File: src/rtl/spi_regs.sv
// -----------------------------------------------------------------------------
// spi_regs -- memory-mapped SPI master (8-bit, mode 0, MSB first).
//
// Sits on the CPU data bus beside the UART register block and uses the same
// chip-select / register-port handshake. Software owns the SPI chip select
// and the SCK divider; a write to DATA while idle launches one byte transfer.
//
// Register map (i_addr):
//   0 DATA   W: [7:0] tx byte (starts a transfer)   R: {24'd0, rxbyte}
//   1 STATUS R: {29'd0, ovr, done, busy}             W: W1C bit1=done, bit2=ovr
//   2 CTRL   R/W: [7:0] clkdiv, [8] cs_n
//   3 reserved, reads 0, writes ignored
//
// Ports:
//   i_clk       system clock, rising edge
//   i_rst_n     asynchronous active-low reset
//   i_wr/i_rd   write / read strobes, qualified by i_cs
//   i_cs        block selected
//   i_addr      word register index (CPU address bits [3:2])
//   i_data_in   write data
//   o_data_out  read data, combinational from i_addr (ignores i_cs)
//   o_sck       SPI clock, idles low
//   o_mosi      SPI data out
//   i_miso      SPI data in, synchronous to i_clk
//   o_cs_n      SPI chip select, straight from CTRL[8]
//   o_irq       level interrupt, equals STATUS.done
// -----------------------------------------------------------------------------
module spi_regs #(
    parameter logic [7:0] DIV_RESET = 8'd3
) (
    input  logic        i_clk,
    input  logic        i_rst_n,
    input  logic        i_wr,
    input  logic        i_rd,
    input  logic        i_cs,
    input  logic [1:0]  i_addr,
    input  logic [31:0] i_data_in,
    output logic [31:0] o_data_out,
    output logic        o_sck,
    output logic        o_mosi,
    input  logic        i_miso,
    output logic        o_cs_n,
    output logic        o_irq
);

    typedef enum logic {
        ST_IDLE = 1'b0,
        ST_XFER = 1'b1
    } state_e;

    state_e      state_q, state_d;
    logic        busy;

    logic [7:0]  clkdiv_q,  clkdiv_d;
    logic        cs_n_q,    cs_n_d;
    logic        done_q,    done_d;
    logic        ovr_q,     ovr_d;
    logic [7:0]  rxbyte_q,  rxbyte_d;
    logic [7:0]  shifter_q, shifter_d;
    logic [7:0]  halfcnt_q, halfcnt_d;
    logic [3:0]  edgecnt_q, edgecnt_d;
    logic        sck_q,     sck_d;
    logic        mosi_q,    mosi_d;

    // Bus decode
    logic wr_en, rd_en;
    logic data_wr, status_wr, ctrl_wr, data_rd;

    assign wr_en     = i_cs & i_wr;
    assign rd_en     = i_cs & i_rd;
    assign data_wr   = wr_en && (i_addr == 2'd0);
    assign status_wr = wr_en && (i_addr == 2'd1);
    assign ctrl_wr   = wr_en && (i_addr == 2'd2);
    assign data_rd   = rd_en && (i_addr == 2'd0);

    // Only the low byte and cs_n bit of the write bus are ever stored.
    logic unused_wdata;
    assign unused_wdata = ^i_data_in[31:9];

    // Transfer events
    logic start, ovr_set, tick, sck_rise, last_edge;

    assign start    = data_wr && (state_q == ST_IDLE);
    // A DATA write in the completion cycle still sees XFER and is dropped.
    assign ovr_set  = data_wr && (state_q == ST_XFER);
    // >= rather than == so a clkdiv lowered mid-transfer cannot strand halfcnt.
    assign tick     = (state_q == ST_XFER) && (halfcnt_q >= clkdiv_q);
    assign sck_rise = tick && !sck_q;
    // The 16th SCK edge is always a falling one (edges counted 0..15).
    assign last_edge = tick && (edgecnt_q == 4'd15);

    // FSM: state register
    always_ff @(posedge i_clk or negedge i_rst_n) begin
        if (!i_rst_n) begin
            state_q <= ST_IDLE;
        end else begin
            state_q <= state_d;
        end
    end

    // FSM: next state
    always_comb begin
        state_d = state_q;
        case (state_q)
            ST_IDLE: if (start)     state_d = ST_XFER;
            ST_XFER: if (last_edge) state_d = ST_IDLE;
            default:                state_d = ST_IDLE;
        endcase
    end

    // FSM: outputs
    always_comb begin
        busy = (state_q == ST_XFER);
    end

    // Datapath next state
    always_comb begin
        clkdiv_d  = clkdiv_q;
        cs_n_d    = cs_n_q;
        done_d    = done_q;
        ovr_d     = ovr_q;
        rxbyte_d  = rxbyte_q;
        shifter_d = shifter_q;
        halfcnt_d = halfcnt_q;
        edgecnt_d = edgecnt_q;
        sck_d     = sck_q;
        mosi_d    = mosi_q;

        if (ctrl_wr) begin
            clkdiv_d = i_data_in[7:0];
            cs_n_d   = i_data_in[8];
        end

        if (start) begin
            shifter_d = i_data_in[7:0];
            mosi_d    = i_data_in[7];
            sck_d     = 1'b0;
            halfcnt_d = 8'd0;
            edgecnt_d = 4'd0;
        end else if (state_q == ST_XFER) begin
            if (tick) begin
                halfcnt_d = 8'd0;
                sck_d     = ~sck_q;
                edgecnt_d = edgecnt_q + 4'd1;
                if (sck_rise) begin
                    shifter_d = {shifter_q[6:0], i_miso};
                end else if (!last_edge) begin
                    // After the preceding shift, bit 7 is the next bit to send.
                    mosi_d = shifter_q[7];
                end
            end else begin
                halfcnt_d = halfcnt_q + 8'd1;
            end
        end

        if (last_edge) begin
            rxbyte_d = shifter_q;
        end

        // Completion beats a same-cycle clear by W1C or DATA read.
        if (last_edge) begin
            done_d = 1'b1;
        end else if ((status_wr && i_data_in[1]) || data_rd) begin
            done_d = 1'b0;
        end

        if (ovr_set) begin
            ovr_d = 1'b1;
        end else if (status_wr && i_data_in[2]) begin
            ovr_d = 1'b0;
        end
    end

    always_ff @(posedge i_clk or negedge i_rst_n) begin
        if (!i_rst_n) begin
            clkdiv_q  <= DIV_RESET;
            cs_n_q    <= 1'b1;
            done_q    <= 1'b0;
            ovr_q     <= 1'b0;
            rxbyte_q  <= 8'd0;
            shifter_q <= 8'd0;
            halfcnt_q <= 8'd0;
            edgecnt_q <= 4'd0;
            sck_q     <= 1'b0;
            mosi_q    <= 1'b0;
        end else begin
            clkdiv_q  <= clkdiv_d;
            cs_n_q    <= cs_n_d;
            done_q    <= done_d;
            ovr_q     <= ovr_d;
            rxbyte_q  <= rxbyte_d;
            shifter_q <= shifter_d;
            halfcnt_q <= halfcnt_d;
            edgecnt_q <= edgecnt_d;
            sck_q     <= sck_d;
            mosi_q    <= mosi_d;
        end
    end

    // Read mux
    always_comb begin
        o_data_out = 32'd0;
        case (i_addr)
            2'd0:    o_data_out = {24'd0, rxbyte_q};
            2'd1:    o_data_out = {29'd0, ovr_q, done_q, busy};
            2'd2:    o_data_out = {23'd0, cs_n_q, clkdiv_q};
            default: o_data_out = 32'd0;
        endcase
    end

    assign o_sck  = sck_q;
    assign o_mosi = mosi_q;
    assign o_cs_n = cs_n_q;
    assign o_irq  = done_q;

endmodule

File: config.mk
export PLATFORM = sky130hd
export DESIGN_NAME = spi_regs
export DESIGN_NICKNAME = d
export VERILOG_FILES = /design/src/rtl/spi_regs.sv
export SDC_FILE = /design/constraint.sdc
export NUM_CORES = 1
export LEC_CHECK = 0
export CORE_UTILIZATION = 32
export CTS_CLUSTER_SIZE = 16
export DETAILED_ROUTE_END_ITERATION = 16
export SLEW_MARGIN = 0
export SYNTH_ARGS = -nofsm -noshare
export SYNTH_HDL_FRONTEND = slang
export SYNTH_SLANG_ARGS = --single-unit
File: constraint.sdc
create_clock -name i_clk -period 2.9 [get_ports i_clk]
set_clock_uncertainty 0.15 [all_clocks]
set_input_delay 0.58 -clock i_clk [delete_from_list [all_inputs] [get_ports i_clk]]
set_output_delay 0.58 -clock i_clk [all_outputs]
set_load 0.05 [all_outputs]
==> results of run 1 <==
==> logic make-up (layout without fill, tap and decap cells) <==
family          after synthesis  count (layout)  share of synthesized area (%)
mux                          28              28                           13.8
flops                        42              42                           43.8
fa+ha+maj                    10              10                           5.19
compound gates               47              47                           14.0
buf+inv                      39              55                           9.76
xor+xnor                      2               2                          0.727
other cells                   1              23                          0.156
simple gates                 60              60                           12.6
==> metal layers <==
layer	wire, um	part of all wire, %	up-vias
met3	194	3.8	9
met5	0	0	-
met1	2480	48	871
li1	-	-	845
met4	83	1.6	0
met2	2370	46	51
==> layout make-up <==
type                    instances  area [um^2]  share of cell area, %
multi-input cells             170         1200                   40.0
clock buffers                   5         68.8                   2.29
well taps                      99          124                   4.12
flip-flops and latches         42         1050                   35.1
clock inverters                 3         68.8                   2.29
inverters                      10         37.5                   1.25
repair buffers                 37          448                   14.9
==> placed cells by master, fill, tap and decap left out, types with 8 or more instances in the layout <==
cell type	netlist	layout
ha_1	10	10
mux2_4	8	8
clkdlybuf4s50_1	0	19
mux2i_1	10	10
nor2_1	13	13
conb_1	1	23
a21oi_1	14	14
inv_1	9	9
dfrtp_1	39	39
nand2_1	21	21
buf_12	0	10
mux2_2	10	10
==> critical path, cell delays in order <==
cell	delay [ns]
clkdlybuf4s50_1	0.63
nor2b_1	0.26
nand2_1	0.09
o21ai_1	0.14
buf_12	0.17
==> synthesized netlist by cell type (3+ instances only) <==
master,number
mux2i_1,10
a21oi_1,14
mux2_2,10
nand2b_1,3
o21ai_0,10
ha_1,10
nand4_1,4
inv_1,9
nand2_1,21
nand3_1,6
dfstp_2,3
a221o_1,7
nor2_1,13
nor3_1,3
clkbuf_1,4
dfrtp_1,39
mux2_4,8
a31oi_1,3
buf_4,23
==> worst max path at each step <==
stage	from	endpoint	slack (ns)	cells after the start
global placement	i_addr[0]	o_data_out[2]	0.31	5
global route	clkdiv_q[0]	shifter_q[6]	0.18	6
CTS	clkdiv_q[0]	shifter_q[1]	0.28	6
floorplan	i_addr[1]	o_data_out[0]	0.09	4
detailed placement	i_addr[0]	o_data_out[2]	0.29	5
finish	i_addr[0]	o_data_out[2]	0.29	5
==> metrics by stage <==
| step | worst slack (ns) | hold slack [ns] | instances | power (mW) |
|---|---|---|---|---|
| after floorplan | 0.0932 | 0.134 | 251 | 1.52 |
| after global placement | 0.313 | 0.324 | 358 | 1.75 |
| after detailed placement | 0.289 | 0.332 | 358 | 1.77 |
| after CTS | 0.283 | 0.308 | 366 | 2.33 |
| after global routing | 0.182 | 0.333 | 366 | 2.49 |
| final | 0.290 | 0.269 | 366 | 2.32 |
==> where the power goes <==
part / switching (mW) / internal [mW]
Clock: 0.218 / 0.345
Combinational: 0.499 / 0.358
Sequential: 0.148 / 0.750
Total: 0.864 / 1.45
==> registers in the layout (all words and copies together), names as in the netlist <==
name / cells
clkdiv_q: 8
halfcnt_q: 8
rxbyte_q: 8
shifter_q: 8
edgecnt_q: 4
busy: 1
o_cs_n: 1
o_irq: 1
o_mosi: 1
o_sck: 1
ovr_q: 1
==> summary.txt, run 1 <==
Mean Syn Cell Area -> 10.5 um^2
Yosys top cell area share -> 40.5%
met2 usage -> 23.4%
post-route DRC violation count -> 0
Crit Path Class -> in2out
Antenna Cells -> 0
Yosys reg bits -> 42
total placed instance area -> 0.00287 mm^2
RD Place Congestion -> 0.753
Setup Buffers After CTS -> 0
Reg2Reg Depth -> 6
top_reg_cell synth -> dfrtp_1
num rows -> 31
Peak VDD IR -> 0.378 mV
fin. max-slew vios -> 0
CP arrival -> 1.88 ns
RSZ-0062 raised after global routing -> false
CTS H-tree lvls -> 2
critical path launch point type -> input pin
CTS tree -> yes
fill cell count -> 713
setup TNS -> 0 ns
register area share after synthesis -> 43.8%
port bufs -> 29
Hold/Removal Path Class -> in2async
Initial Util -> 33.2%
met3 usage -> 2.89%
DP HPWL -> 3.75 mm
global-route wire length before repair -> 8.85 mm
P&R area growth vs syn -> 24.7%
drt first pass iters -> 4
NumNets Final -> 316
met1 GRT Util -> 21.2%
number of hold buffers added after CTS -> 0
asr flop ratio synth -> 100%
Fmax -> 383 MHz
critical path fanouts, max -> 7
register clock-pin slew on the reported worst setup and hold paths -> 0.09 ns
final setup vio count -> 0
chip height -> 88.8 um
EDFF count, synth -> 0
Via Count -> 1776
post_cts resized -> 0
Die Width -> 88.8 um
die area -> 0.00788 mm^2
final hold violation count -> 0
DR WL/cell -> 14.0 um
setup slack, reg-to-reg -> 0.31 ns
CTS buffer count -> 5
Req. time, crit path -> 2.17 ns
initial DRC count -> 93
Core Region -> 0.00725 mm^2
power per standard cell area -> 772 mW/mm^2
Area contributors post-synth -> dfrtp_1 40%, buf_4 7.2%, ha_1 5.2%, mux2_4 5.0%, mux2_2 4.7%
Worst Tran Pin Value -> 0.939 ns
leading area contributor after synthesis -> dfrtp_1
Overflow after GRT -> 0
via count of the first global-routing pass -> 1784
initial antenna violation count -> 0
yosys warns -> 0
Clock Tree Buf Depth -> 2
GRT Overall Usage -> 15.2%
status -> completed
final core occ -> 41.4%
CTS root buf -> clkbuf_8
share of cells above drive strength 1 -> 20.6%
minimum clock period -> 2.61 ns
CP Capture Type -> output pin
gr busiest metal -> met2
synth unique cells -> 42
gate count of the mapped netlist -> 229
post-route ant nets -> 0
largest net degree at the start of global routing -> 43
Slew headroom -> 37.4%
Clock Latency Late Sink -> 0.30 ns
crit share post-route -> 90.0%
Clock Sinks -> 42
via-per-instance ratio -> 4.85
RR Startpoint -> clkdiv_q[0]
max cap viols -> 0
final WL -> 5.13 mm
Lkg Pwr -> 1.39 nW
Ports -> 76
reg2reg end -> shifter_q[1]
Synth Cell Area -> 0.00241 mm^2
fin area -> 0.00300 mm^2
Note: power is estimated with default switching activity, not from simulation.
==> run 2, diff against run 1 <==
- CTS_CLUSTER_DIAMETER: unset -> 120
- SLEW_MARGIN: 0 -> unset
==> results of run 2 <==
No change in the layout: final DEF, timing and power equal those of run 1.
==> run 3, diff against run 2 <==
- CORE_MARGIN: unset -> 4
- RECOVER_POWER: unset -> 25
==> run 3 against run 2 <==
Clock power down 33%. Non-clock buffer count down 1. Critical path depth up 1. Worst hold slack better by 0.0056 ns. Wire length up 3.9%. Worst setup slack worse by 0.0080 ns. Fmax down 0.30%. Critical endpoint is now shifter_q[5]. First-iteration DRC count down 22%. Largest power group unchanged. Sequential cell count unchanged. Final cell count down 0.27%.
==> summary.txt, run 3 (synthesis results as in run 1) <==
critical path fanouts, max -> 9 (+2)
minimum clock period -> 2.62 ns (+0.00797 ns)
CTS buffer count -> 5 (unchanged)
CP startpoint -> clkdiv_q[0]
commonest non-fill, non-tap cell in the layout -> dfrtp_1
Slew headroom -> 36.8% (-0.64 points)
Overflow after GRT -> 0 (unchanged)
via count of the first global-routing pass -> 1753 (-1.7%)
setup TNS -> 0 ns (unchanged)
Reg2Reg Depth -> 6 (unchanged)
final hold violation count -> 0 (unchanged)
Fmax -> 382 MHz (-0.30%)
initial DRC count -> 73 (-22%)
Clock Sinks -> 42 (unchanged)
total placed instance area -> 0.00286 mm^2 (-0.26%)
chip height -> 94.8 um (+6.8%)
CP arrival -> 2.65 ns (+0.77 ns)
final core occ -> 40.3% (-1.1 points)
die area -> 0.00898 mm^2 (+14%)
NetSw -> 0.859 mW (-0.62%)
Ports -> 76 (unchanged)
Initial Util -> 33.0% (-0.18 points)
Die Width -> 94.8 um (+6.8%)
Antenna Cells -> 0 (unchanged)
Core Region -> 0.00729 mm^2 (+0.53%)
final WL -> 5.34 mm (+3.9%)
critical path launch point type -> register
Req. time, crit path -> 2.93 ns (+0.76 ns)
fin area -> 0.00294 mm^2 (-2.2%)
max cap viols -> 0 (unchanged)
hold slack final -> 0.275 ns (+0.00559 ns)
Power Total -> 2.14 mW (-7.8%)
port bufs -> 29 (unchanged)
GRT Overall Usage -> 12.8% (-2.4 points)
number of hold buffers added after CTS -> 0 (unchanged)
RSZ-0062 raised after global routing -> false
Via Count -> 1772 (-0.23%)
post_cts resized -> 0 (unchanged)
Layout Cells excl Fill -> 365 (-0.27%)
CTS H-tree lvls -> 2 (unchanged)
Clock power frac -> 17.7% (-6.6 points)
Clock Latency Late Sink -> 0.30 ns (about the same)
status -> completed
DR WL/cell -> 14.6 um (+4.2%)
share of cells above drive strength 1 -> 19.2% (-1.4 points)
power per standard cell area -> 727 mW/mm^2 (-5.8%)
Crit Path Class -> reg2reg
commonest cells after routing, fill and taps aside -> 39 x dfrtp_1, 23 x conb_1, 21 x nand2_1, 19 x clkdlybuf4s50_1, 14 x a21oi_1
final setup vio count -> 0 (unchanged)
largest net degree at the start of global routing -> 43 (unchanged)
Worst Tran Pin Value -> 0.949 ns (+0.00963 ns)
CP Capture Type -> register
Final WS setup -> 0.282 ns (-0.00797 ns)
Net Sw Frac -> 40.2% (+2.9 points)
CTS root buf -> clkbuf_8
via-per-instance ratio -> 4.85 (about the same)
post-route DRC violation count -> 0 (unchanged)
P&R area growth vs syn -> 22.0%
# placed instances -> 357 (-0.28%)
num rows -> 31 (unchanged)
register clock-pin slew on the reported worst setup and hold paths -> 0.08 ns (about the same)
Lkg Pwr -> 1.36 nW (-2.3%)
internal power -> 1.28 mW (-12%)
post-route ant nets -> 0 (unchanged)
fin. max-slew vios -> 0 (unchanged)
DP HPWL -> 3.91 mm (+4.4%)
RD Place Congestion -> 0.827 (+9.9%)
Hold/Removal Path Class -> in2async
Peak VDD IR -> 0.340 mV (-10%)
global-route wire length before repair -> 8.80 mm (-0.46%)
CTS tree -> yes
Setup Buffers After CTS -> 0 (unchanged)
NumNets Final -> 315 (-0.32%)
Place WS -> 0.276 ns (-0.0128 ns)
drt first pass iters -> 4 (unchanged)
Combinational Power Share -> 40.1% (+3.1 points)
Clock Tree Buf Depth -> 2 (unchanged)
sequential share of power -> 42.2% (+3.5 points)
crit share post-route -> 90.3% (+0.27 points)
RR Startpoint -> clkdiv_q[0]
initial antenna violation count -> 0 (unchanged)
==> run 3: cell count changes in the layout (fill, tap and decap cells not counted), sizes merged <==
cell,previous run,this run
clkinv,2,1
buf,18,17
clkbuf,5,8
bufinv,2,0
==> run 3: worst max-delay path: stages (launching register included) <==
cell,delay [ns]
dfstp_2,0.56
ha_1,0.22
nand2b_1,0.14
a2111o_1,0.49
a211oi_4,0.40
nor3_2,0.20
a221o_1,0.33
==> run 3: per-layer routing <==
layer | wire length (um) | GRT usage, % | up-vias
met4 | 97 | 4.69 | 0
met5 | 0 | 0 | -
li1 | - | - | 844
met2 | 2460 | 20.1 | 52
met3 | 263 | 2.63 | 10
met1 | 2510 | 17.4 | 866
==> run 3: worst paths after layout <==
| path | slack [ns] | endpoint |
|---|---|---|
| worst max-delay path | 0.28 | shifter_q[5] |
| worst min-delay path | 0.27 | clkdiv_q[5] |
| worst max register to register | 0.28 | shifter_q[5] |
| worst min register to register | 0.34 | edgecnt_q[3] |
| max in group asynchronous | 1.74 | halfcnt_q[6] |
| min in group i_clk | 0.34 | edgecnt_q[3] |
==> run 3: layout make-up <==
class | instances | area (um^2)
tap | 99 | 124
inverter | 10 | 37.5
sequential | 42 | 1050
multi-input combinational | 170 | 1200
fill | 734 | 4350
clock buffer | 8 | 80.1
timing repair buffer | 36 | 440
==> run 3: power by group through the flow <==
stage                     Combinational, mW  Clock (mW)  Sequential, mW
after CTS                             0.867       0.387           0.904
after floorplan                       0.597           0           0.923
after global placement                0.842           0           0.904
final                                 0.857       0.379           0.902
after global routing                  0.958       0.406           0.925
after detailed placement              0.861           0           0.914
